### src/rtl/keypad_scanner.sv
// 4x4 active-low matrix keypad scanner with press/release debounce and a one-cycle key strobe.
// Optional auto-repeat while a key is held: define KEYPAD_AUTOREPEAT_EN.
module keypad_scanner #(
  parameter int SCAN_DIVIDE    = 1000,
  parameter int DEBOUNCE_SCANS = 4,
  parameter int REPEAT_SCANS   = 50
) (
  input  logic       clock,
  input  logic       reset,
  input  logic [3:0] row_n,
  output logic [3:0] col_n,
  output logic [3:0] key_code,
  output logic       key_valid,
  output logic       key_held
);

  localparam int DW = $clog2(SCAN_DIVIDE);
  localparam int CW = (DEBOUNCE_SCANS < 2) ? 1 : $clog2(DEBOUNCE_SCANS + 1);

  if (SCAN_DIVIDE < 4 || DEBOUNCE_SCANS < 1 || REPEAT_SCANS < 1) begin : g_bad_params
    $error("keypad_scanner: SCAN_DIVIDE must be >= 4, DEBOUNCE_SCANS and REPEAT_SCANS >= 1");
  end

  typedef enum logic [1:0] {IDLE, PRESS_DB, HELD, RELEASE_DB} state_t;

  logic [3:0]    row_s1_q, row_s2_q;
  logic [1:0]    col_idx_q, col_idx_d;
  logic [DW-1:0] dwell_q, dwell_d;
  logic [15:0]   snap_q, snap_d;
  state_t        state_q, state_d;
  logic [3:0]    cand_q, cand_d;
  logic [CW-1:0] cnt_q, cnt_d;
  logic [3:0]    col_n_q, col_n_d;
  logic [3:0]    key_code_q, key_code_d;
  logic          key_valid_q, key_valid_d;
  logic          key_held_q, key_held_d;

  logic [15:0]   scan_snap;
  logic [3:0]    scan_code;
  logic          is_empty, is_single, dwell_last, scan_end, accept;
  logic [CW-1:0] cnt_inc;

`ifdef KEYPAD_AUTOREPEAT_EN
  localparam int RW = (REPEAT_SCANS < 2) ? 1 : $clog2(REPEAT_SCANS + 1);
  logic [RW-1:0] rep_q, rep_d;
`endif

  always_comb begin
    dwell_d     = dwell_q;
    col_idx_d   = col_idx_q;
    snap_d      = snap_q;
    state_d     = state_q;
    cand_d      = cand_q;
    cnt_d       = cnt_q;
    key_code_d  = key_code_q;
    key_valid_d = 1'b0;
    key_held_d  = key_held_q;
    accept      = 1'b0;
`ifdef KEYPAD_AUTOREPEAT_EN
    rep_d       = rep_q;
`endif

    // Snapshot including the column being sampled now, so the scan end sees all 16 keys.
    scan_snap = snap_q;
    for (int r = 0; r < 4; r++) begin
      scan_snap[{r[1:0], col_idx_q}] = ~row_s2_q[r];
    end
    scan_code = 4'd0;
    for (int i = 0; i < 16; i++) begin
      if (scan_snap[i]) scan_code = 4'(i);
    end
    is_empty  = (scan_snap == 16'd0);
    is_single = $onehot(scan_snap);
    cnt_inc   = cnt_q + 1'b1;

    dwell_last = (dwell_q == DW'(SCAN_DIVIDE - 1));
    scan_end   = dwell_last && (col_idx_q == 2'd3);
    if (dwell_last) begin
      dwell_d   = '0;
      col_idx_d = col_idx_q + 2'd1;
      snap_d    = scan_snap;
    end else begin
      dwell_d = dwell_q + 1'b1;
    end
    col_n_d = ~(4'b0001 << col_idx_d);

    if (scan_end) begin
      case (state_q)
        IDLE: begin
          if (is_single) begin
            cand_d  = scan_code;
            cnt_d   = CW'(1);
            state_d = PRESS_DB;
            if (DEBOUNCE_SCANS == 1) accept = 1'b1;
          end
        end
        PRESS_DB: begin
          if (is_single && scan_code == cand_q) begin
            cnt_d = cnt_inc;
            if (cnt_inc >= CW'(DEBOUNCE_SCANS)) accept = 1'b1;
          end else if (is_single) begin
            cand_d = scan_code;
            cnt_d  = CW'(1);
          end else begin
            state_d = IDLE;
            cnt_d   = '0;
          end
        end
        HELD: begin
`ifdef KEYPAD_AUTOREPEAT_EN
          if (is_single && scan_code == key_code_q) begin
            if (rep_q == RW'(REPEAT_SCANS - 1)) begin
              rep_d       = '0;
              key_valid_d = 1'b1;
            end else begin
              rep_d = rep_q + 1'b1;
            end
          end else begin
            rep_d = '0;
          end
`endif
          if (is_empty) begin
            if (DEBOUNCE_SCANS == 1) begin
              state_d    = IDLE;
              key_held_d = 1'b0;
              cnt_d      = '0;
            end else begin
              state_d = RELEASE_DB;
              cnt_d   = CW'(1);
            end
          end
        end
        RELEASE_DB: begin
          if (is_empty) begin
            cnt_d = cnt_inc;
            if (cnt_inc >= CW'(DEBOUNCE_SCANS)) begin
              state_d    = IDLE;
              key_held_d = 1'b0;
              cnt_d      = '0;
            end
          end else begin
            state_d = HELD;
            cnt_d   = '0;
`ifdef KEYPAD_AUTOREPEAT_EN
            rep_d   = '0;
`endif
          end
        end
        default: state_d = IDLE;
      endcase

      if (accept) begin
        key_code_d  = scan_code;
        key_valid_d = 1'b1;
        key_held_d  = 1'b1;
        state_d     = HELD;
        cnt_d       = '0;
`ifdef KEYPAD_AUTOREPEAT_EN
        rep_d       = '0;
`endif
      end
    end
  end

  always_ff @(posedge clock or posedge reset) begin
    if (reset) begin
      row_s1_q    <= 4'b1111;
      row_s2_q    <= 4'b1111;
      col_idx_q   <= 2'd0;
      dwell_q     <= '0;
      snap_q      <= 16'd0;
      state_q     <= IDLE;
      cand_q      <= 4'd0;
      cnt_q       <= '0;
      col_n_q     <= 4'b1110;
      key_code_q  <= 4'd0;
      key_valid_q <= 1'b0;
      key_held_q  <= 1'b0;
`ifdef KEYPAD_AUTOREPEAT_EN
      rep_q       <= '0;
`endif
    end else begin
      row_s1_q    <= row_n;
      row_s2_q    <= row_s1_q;
      col_idx_q   <= col_idx_d;
      dwell_q     <= dwell_d;
      snap_q      <= snap_d;
      state_q     <= state_d;
      cand_q      <= cand_d;
      cnt_q       <= cnt_d;
      col_n_q     <= col_n_d;
      key_code_q  <= key_code_d;
      key_valid_q <= key_valid_d;
      key_held_q  <= key_held_d;
`ifdef KEYPAD_AUTOREPEAT_EN
      rep_q       <= rep_d;
`endif
    end
  end

  assign col_n     = col_n_q;
  assign key_code  = key_code_q;
  assign key_valid = key_valid_q;
  assign key_held  = key_held_q;

endmodule
### config.mk
export PLATFORM = sky130hd
export DESIGN_NAME = keypad_scanner
export DESIGN_NICKNAME = d
export VERILOG_FILES = /design/src/rtl/keypad_scanner.sv
export SDC_FILE = /design/constraint.sdc
export NUM_CORES = 1
export LEC_CHECK = 0
export ABC_AREA = 1
export BUFFER_PORTS_ARGS = -buffer_cell sky130_fd_sc_hd__buf_2
export CORE_MARGIN = 10
export CORE_UTILIZATION = 55
export DETAILED_ROUTE_END_ITERATION = 7
export PLACE_DENSITY = 0.7
export SLEW_MARGIN = 20
export SYNTH_ARGS = -nofsm -noshare
export SYNTH_HDL_FRONTEND = slang
export SYNTH_SLANG_ARGS = --single-unit
### constraint.sdc
create_clock -name clock -period 6 [get_ports clock]
set_input_delay 0.9 -clock clock [delete_from_list [all_inputs] [get_ports clock]]
set_output_delay 0.9 -clock clock [all_outputs]
set_load 0.05 [all_outputs]
# Yosys cells after proc, flatten, opt, wreduce, memory -nomap -nowiden
# Cells that the tools add are included.
# Widths: inputs -> output; s select.
[word_totals] register_bits=55 output_inout_bits=10
[classes] add_sub_neg=18 muxes=58 magnitude_cmp=9 reduce_logical=17 shifts=1 n_bitwise=5 eq_ne=13
[op_table] cell="$bwmux 16" n=4
[op_table] cell="$mux 4" n=16
[op_table] cell="$mux 3" n=6
[op_table] cell="$add 1x1->2" n=8
[op_table] cell="$logic_not 16->1" n=1
[op_table] cell="$mux 1" n=16
[op_table] cell="$mux 2" n=8
[op_table] cell="$add 2x2->3" n=4
[op_table] cell="$ne 3x3->1 const B" n=4
[op_table] cell="$pmux 3 s4" n=1
[op_table] cell="$add 10x1->10 const B" n=1
[op_table] cell="$eq 10x10->1 const B" n=1
[op_table] cell="$lt 4x5->1 const B" n=2
[op_table] cell="$mux 10" n=1
[op_table] cell="$add 3x3->4" n=2
[op_table] cell="$demux 1 s2" n=4
[op_table] cell="$ge 4x1->1 const B" n=2
[op_table] cell="$pmux 2 s4" n=1
[op_table] cell="$pmux 4 s2" n=1
[op_table] cell="$reduce_bool 2->1" n=4
[op_table] cell="$eq 2x2->1 const B" n=3
[op_table] cell="$logic_and 1x1->1" n=6
[op_table] cell="$reduce_and 3->1" n=2
[op_table] cell="$reduce_and 6->1" n=1
[op_table] cell="19 further kinds" n=22

# Logic depth before layout (Yosys ltp)
[depth] depth_word=30 mapped_depth=26

# Least setup slack after synthesis
# Ideal clock, no wire load.
[synth_path] path_type="register to register" startpoint="register col_idx_q[1]" endpoint="register state_q[0]" setup_slack_ns=1.136 arrival_time_ns=4.748 setup_time_ns=0.117 stages_incl_launch_ff=24 path_buffers=0 path_cell_list="dfrtp_1 > inv_1 > ha_1 > nand2_1 > o21ai_1 > inv_1 > fa_1 > inv_1 > fa_1 > fa_1 > fa_1 > inv_1 > ha_1 > fa_1 > nor3_1 > o211ai_1 > nor2_1 > inv_1 > nor2_1 > nand3_2 > nand2_2 > nand2_1 > nand2_1 > nand2_1"
[synth_via] elab_cells_between_ends=72 cone_classes="add/sub (15); order compare (8); eq/ne (8); mux (33); reduce/logical (8)"
[synth_rtl] element="start, declared" line="27" text="logic [1:0] col_idx_q, col_idx_d;"
[synth_rtl] element="start signal, assigned" line="185" text="col_idx_q <= col_idx_d;"
[synth_rtl] element="$lt 3x5->1 (not written as such) or $ge 3x1->1 (tied branches)" line="66" text="scan_snap[{r[1:0], col_idx_q}] = ~row_s2_q[r];"
[synth_rtl] element="$logic_and 1x1->1 (not written as such)" line="66"
[synth_rtl] element="$mux 1 (not written as such)" line="66"
[synth_rtl] element="$demux 1 s2 (*)" line="66"
[synth_rtl] element="$bwmux 16 (*) (3 in series)" line="66"
[synth_rtl] element="net scan_snap[5]" line="38" text="logic [15:0] scan_snap;"
[synth_rtl] element="branches (longest 18 deep; another with $add 4x4->5)"
[synth_rtl] element="end signal, assigned" line="188" text="state_q <= state_d;"
[synth_rtl] element="end, declared" line="30" text="state_t state_q, state_d;"
# Mark *: on every way through the listed nets, which the timed path passes. The select of a mux whose other input is x is not followed.
# A chain may end at the register's enable or synchronous reset.

# Worst setup path after layout
[layout_path] startpoint="register col_idx_q[1]" endpoint="register state_q[1]"
# Same word-level chain as after synthesis.

==> metrics.txt <==
# TYPE chip_impl_metric gauge
chip_impl_info{name="status",value="finished clean"} 1
chip_impl_metric{name="synth_nets",unit=""} 381
chip_impl_metric{name="num_vias",unit=""} 2214
chip_impl_metric{name="io_buffer_count",unit=""} 15
chip_impl_metric{name="yosys.cell_types.count",unit=""} 31
chip_impl_info{name="worst_r2r_endpoint",value="state_q[1]"} 1
chip_impl_metric{name="timing_max_transition_violations_final",unit=""} 0
chip_impl_info{name="slowest_stage",value="sky130_fd_sc_hd__fa_1"} 1
chip_impl_info{name="startpoint_type_of_the_worst_setup_path",value="register"} 1
chip_impl_metric{name="die_width",unit="um"} 94.4
chip_impl_metric{name="synth.cell_area",unit="um2"} 3040
chip_impl_metric{name="placed_cells_incl_taps",unit=""} 438
chip_impl_metric{name="finalHoldViolations",unit=""} 0
chip_impl_metric{name="routability_congestion_estimate",unit=""} 0.858
chip_impl_info{name="netlist.top_cell.by_area",value="sky130_fd_sc_hd__dfrtp_1"} 1
chip_impl_metric{name="power-per-cell-area",unit="nW/um2"} 201
chip_impl_metric{name="clock_sinks",unit=""} 55
chip_impl_info{name="synth-main-ff-cell",value="sky130_fd_sc_hd__dfrtp_1"} 1
chip_impl_info{name="timing.critical_path.cells",value="inv_1 -> ha_1 -> nand2_1 -> o21ai_1 -> inv_1 -> fa_1 -> inv_1 -> fa_1 -> fa_1 -> fa_1 -> inv_1 -> ha_1 -> fa_1 -> nor3_1 -> o211ai_1 -> nor2_1 -> inv_1 -> nor2_1 -> nand3_2 -> nand2_2 -> nand2_1 -> nand2_1 -> nand2_1"} 1
chip_impl_info{name="crit_path_end",value="state_q[1]"} 1
chip_impl_metric{name="finalCritPeriodShare",unit=""} 0.892
chip_impl_metric{name="i_o_pin_total",unit=""} 16
chip_impl_metric{name="cts-buffers-inserted",unit=""} 5
chip_impl_metric{name="final_setup_fails",unit=""} 0
chip_impl_metric{name="worstPathArrival",unit="ps"} 5560
chip_impl_metric{name="min_path_cells",unit=""} 0
chip_impl_info{name="grt_setup_unrepaired",value="false"} 1
chip_impl_metric{name="synth_top_cell_area_share",unit=""} 0.362
chip_impl_metric{name="postSynthRegisterBits",unit=""} 55
chip_impl_metric{name="avgSynthCellArea",unit="um2"} 8.62
chip_impl_metric{name="cts_repair_resize_count",unit=""} 0
chip_impl_metric{name="netlist_instances",unit=""} 353
chip_impl_metric{name="ys.warnings.count",unit=""} 0
chip_impl_info{name="min-delay-path-class",value="reg -> reg"} 1
chip_impl_metric{name="worst_ir_drop_vdd",unit="mV"} 0.122
chip_impl_metric{name="fin_worst_skew",unit="ps"} 9.07
chip_impl_metric{name="worst_skew_pair.late_latency",unit="ps"} 310
chip_impl_metric{name="number_of_max_capacitance_violations_reported",unit=""} 0
chip_impl_metric{name="h_tree_levels",unit=""} 2
chip_impl_metric{name="flow.area_growth_from_synthesis",unit="%"} 9.09
chip_impl_metric{name="remaining_drc_errors",unit=""} 0
chip_impl_metric{name="clkTransAtPathRegs",unit="ps"} 100
chip_impl_metric{name="cts_hold_repair.buffers",unit=""} 0
chip_impl_metric{name="worstRegToRegCells",unit=""} 23
chip_impl_info{name="endpoint_kind",value="register"} 1
chip_impl_metric{name="power.static_leakage",unit="nW"} 1.76
chip_impl_info{name="ys_top_cells_by_count",value="sky130_fd_sc_hd__nand2_1 (115), sky130_fd_sc_hd__dfrtp_1 (44), sky130_fd_sc_hd__inv_1 (43)"} 1
chip_impl_metric{name="first_global_vias",unit=""} 2190
chip_impl_metric{name="post_route_cells_drive_above_1_share",unit=""} 0.195
chip_impl_metric{name="start_util",unit=""} 0.559
chip_impl_metric{name="grt_pass1_wl",unit="um"} 10100
chip_impl_metric{name="detailedPlacementHpwl",unit="um"} 4200
chip_impl_metric{name="final_instance_count_without_filler_cells",unit=""} 446
chip_impl_metric{name="critical_path.max_stage_delay",unit="ps"} 550
chip_impl_metric{name="max_slew_margin",unit=""} 0.543
chip_impl_info{name="worstSetupPathType",value="reg -> reg"} 1
chip_impl_metric{name="fin_setup_tns",unit="ps"} 0
chip_impl_metric{name="core_area",unit="um2"} 5440
chip_impl_metric{name="synth_enable_flop_cells",unit=""} 0
chip_impl_metric{name="finalCriticalPeriod",unit="ps"} 5350
chip_impl_info{name="critPathLaunch",value="col_idx_q[1]"} 1
chip_impl_metric{name="final_net_count",unit=""} 401
chip_impl_info{name="cts.root.buffer_cell",value="sky130_fd_sc_hd__clkbuf_8"} 1
chip_impl_metric{name="fp.dieH",unit="um"} 94.4
chip_impl_metric{name="placementRows",unit=""} 27
chip_impl_info{name="tritoncts",value="built"} 1
chip_impl_metric{name="proportion_of_register_bits_with_asynchronous_set_or_reset_after_synthesis",unit=""} 1.00
chip_impl_metric{name="average_routed_wire_per_standard_cell",unit="um"} 12.5
chip_impl_metric{name="num_antenna_cells",unit=""} 0
chip_impl_metric{name="grtUsageTotal",unit=""} 0.140
chip_impl_metric{name="ctsLongestPathBuffers",unit=""} 2
chip_impl_metric{name="detailedRoute.firstPassIterationCount",unit=""} 4
chip_impl_info{name="synth.most_common_cell",value="sky130_fd_sc_hd__nand2_1"} 1
chip_impl_metric{name="design.die.area",unit="um2"} 8900
chip_impl_metric{name="timing.fmax",unit="MHz"} 187
chip_impl_metric{name="antenna_violating_nets_post_route",unit=""} 0
chip_impl_metric{name="initial_antenna_violation_count",unit=""} 0
chip_impl_info{name="crit-reg2reg-launch",value="col_idx_q[1]"} 1
chip_impl_metric{name="seq_area_frac_synth",unit=""} 0.457
chip_impl_metric{name="req_time_crit_path",unit="ps"} 6210
chip_impl_metric{name="worst_slew_pin_slew",unit="ps"} 685
chip_impl_info{name="synth.top_cells.by_area",value="sky130_fd_sc_hd__dfrtp_1 (36%), sky130_fd_sc_hd__nand2_1 (14%), sky130_fd_sc_hd__dfstp_2 (9.5%)"} 1
chip_impl_metric{name="detail_route.iter0.violations",unit=""} 87
chip_impl_metric{name="totalWireLength",unit="um"} 5600
chip_impl_metric{name="crit_path_max_fanout",unit=""} 8
chip_impl_metric{name="post_cts_buffers",unit=""} 0
chip_impl_metric{name="grt_overflow_total",unit=""} 0
chip_impl_metric{name="r2r_setup_slack",unit="ps"} 650
chip_impl_metric{name="route.detailed.vias_per_inst",unit=""} 4.96
chip_impl_metric{name="pin_count_of_the_biggest_net_entering_global_routing",unit=""} 56
layout by cell type, fill, tap and decap left out:
cell,n
sky130_fd_sc_hd__nand2_1,115
sky130_fd_sc_hd__dfrtp_1,44
sky130_fd_sc_hd__inv_1,42
sky130_fd_sc_hd__o21ai_0,24
sky130_fd_sc_hd__nor2_1,18
sky130_fd_sc_hd__buf_2,15
sky130_fd_sc_hd__ha_1,12
sky130_fd_sc_hd__dfstp_2,11
sky130_fd_sc_hd__inv_2,10
sky130_fd_sc_hd__fa_1,10
sky130_fd_sc_hd__o21ai_2,9
sky130_fd_sc_hd__nand3_1,7
sky130_fd_sc_hd__a21oi_1,7
sky130_fd_sc_hd__nand2_2,7
sky130_fd_sc_hd__xor2_1,7
sky130_fd_sc_hd__o21ai_1,5
sky130_fd_sc_hd__clkbuf_8,5
sky130_fd_sc_hd__nor3_1,3
sky130_fd_sc_hd__nand3_2,2
sky130_fd_sc_hd__nor2_2,2
sky130_fd_sc_hd__nor2_4,2
sky130_fd_sc_hd__nor3_2,2
sky130_fd_sc_hd__buf_4,2
sky130_fd_sc_hd__a21oi_2,1
sky130_fd_sc_hd__and2_1,1
sky130_fd_sc_hd__nand3b_1,1
sky130_fd_sc_hd__o211ai_1,1
sky130_fd_sc_hd__a211oi_1,1
sky130_fd_sc_hd__nand2_4,1
sky130_fd_sc_hd__nor2_8,1
sky130_fd_sc_hd__nor4b_2,1
sky130_fd_sc_hd__o41a_1,1
sky130_fd_sc_hd__o31ai_1,1
sky130_fd_sc_hd__clkbuf_1,1
sky130_fd_sc_hd__bufinv_16,1
sky130_fd_sc_hd__inv_6,1
cells by family after synthesis:
logic type / synth area share
flops: 0.457
buf+inv: 0.0691
fa+ha+maj: 0.115
xor+xnor: 0.0202
simple gates: 0.239
compound gates: 0.0991
cell type report:
cell class | instances | area, um2
clock inverters | 2 | 38.8
multi-input cells | 242 | 1440
well taps | 72 | 90.1
inverters | 52 | 195
clock buffers | 6 | 72.6
repair buffers | 17 | 90.1
fillers | 478 | 2120
flip-flops and latches | 55 | 1390
per-stage QoR:
| step | area, um2 | total power, mW | worst slack [ps] | util | hold slack (ps) |
|---|---|---|---|---|---|
| after CTS | 3320 | 0.674 | 635 | 0.610 | 362 |
| after global placement | 3210 | 0.421 | 838 | 0.590 | 346 |
| after global routing | 3320 | 0.693 | 311 | 0.610 | 367 |
| after floorplan | 3040 | 0.412 | 1140 | - | 345 |
| after detailed placement | 3210 | 0.422 | 666 | 0.590 | 348 |
| final | 3320 | 0.666 | 649 | 0.610 | 360 |
routing by layer:
layer | GRT usage | part of all wire
met5 | 0 | 0
met4 | 0.0354 | 0.011
met3 | 0.0365 | 0.043
met2 | 0.214 | 0.44
met1 | 0.192 | 0.50
worst min path at each step:
stage                      startpoint          end  slack (ps)
after global placement    row_s1_q[2]  row_s2_q[2]         350
after floorplan           row_s1_q[0]  row_s2_q[0]         350
after global routing      row_s1_q[3]  row_s2_q[3]         370
after detailed placement  row_s1_q[0]  row_s2_q[0]         350
final                     row_s1_q[2]  row_s2_q[2]         360
after CTS                 row_s1_q[2]  row_s2_q[2]         360
state kept, by name (all words and copies together) (netlist names):
name / count
key_code: 4
dwell_q: 10
snap_q: 16
row_s1_q: 4
key_valid: 1
col_idx_q: 2
key_held: 1
col_n: 4
cand_q: 4
row_s2_q: 4
state_q: 2
cnt_q: 3
report_power, final:
part	switching (mW)	internal, mW	leakage (nW)
sequential	0.00237	0.376	0.716
clock	0.125	0.126	0.0558
combinational	0.0241	0.0121	0.992
critical path: cells and delay by family, from the launching register on:
family | cells | cell delay [ps]
adder cells (fa/ha/maj) | 7 | 3010
AND/OR/NAND/NOR | 9 | 1100
flip-flops | 1 | 430
buffers and inverters | 5 | 380
AO/OA/AOI/OAI | 2 | 330
Power figures use the tool's default switching activity.
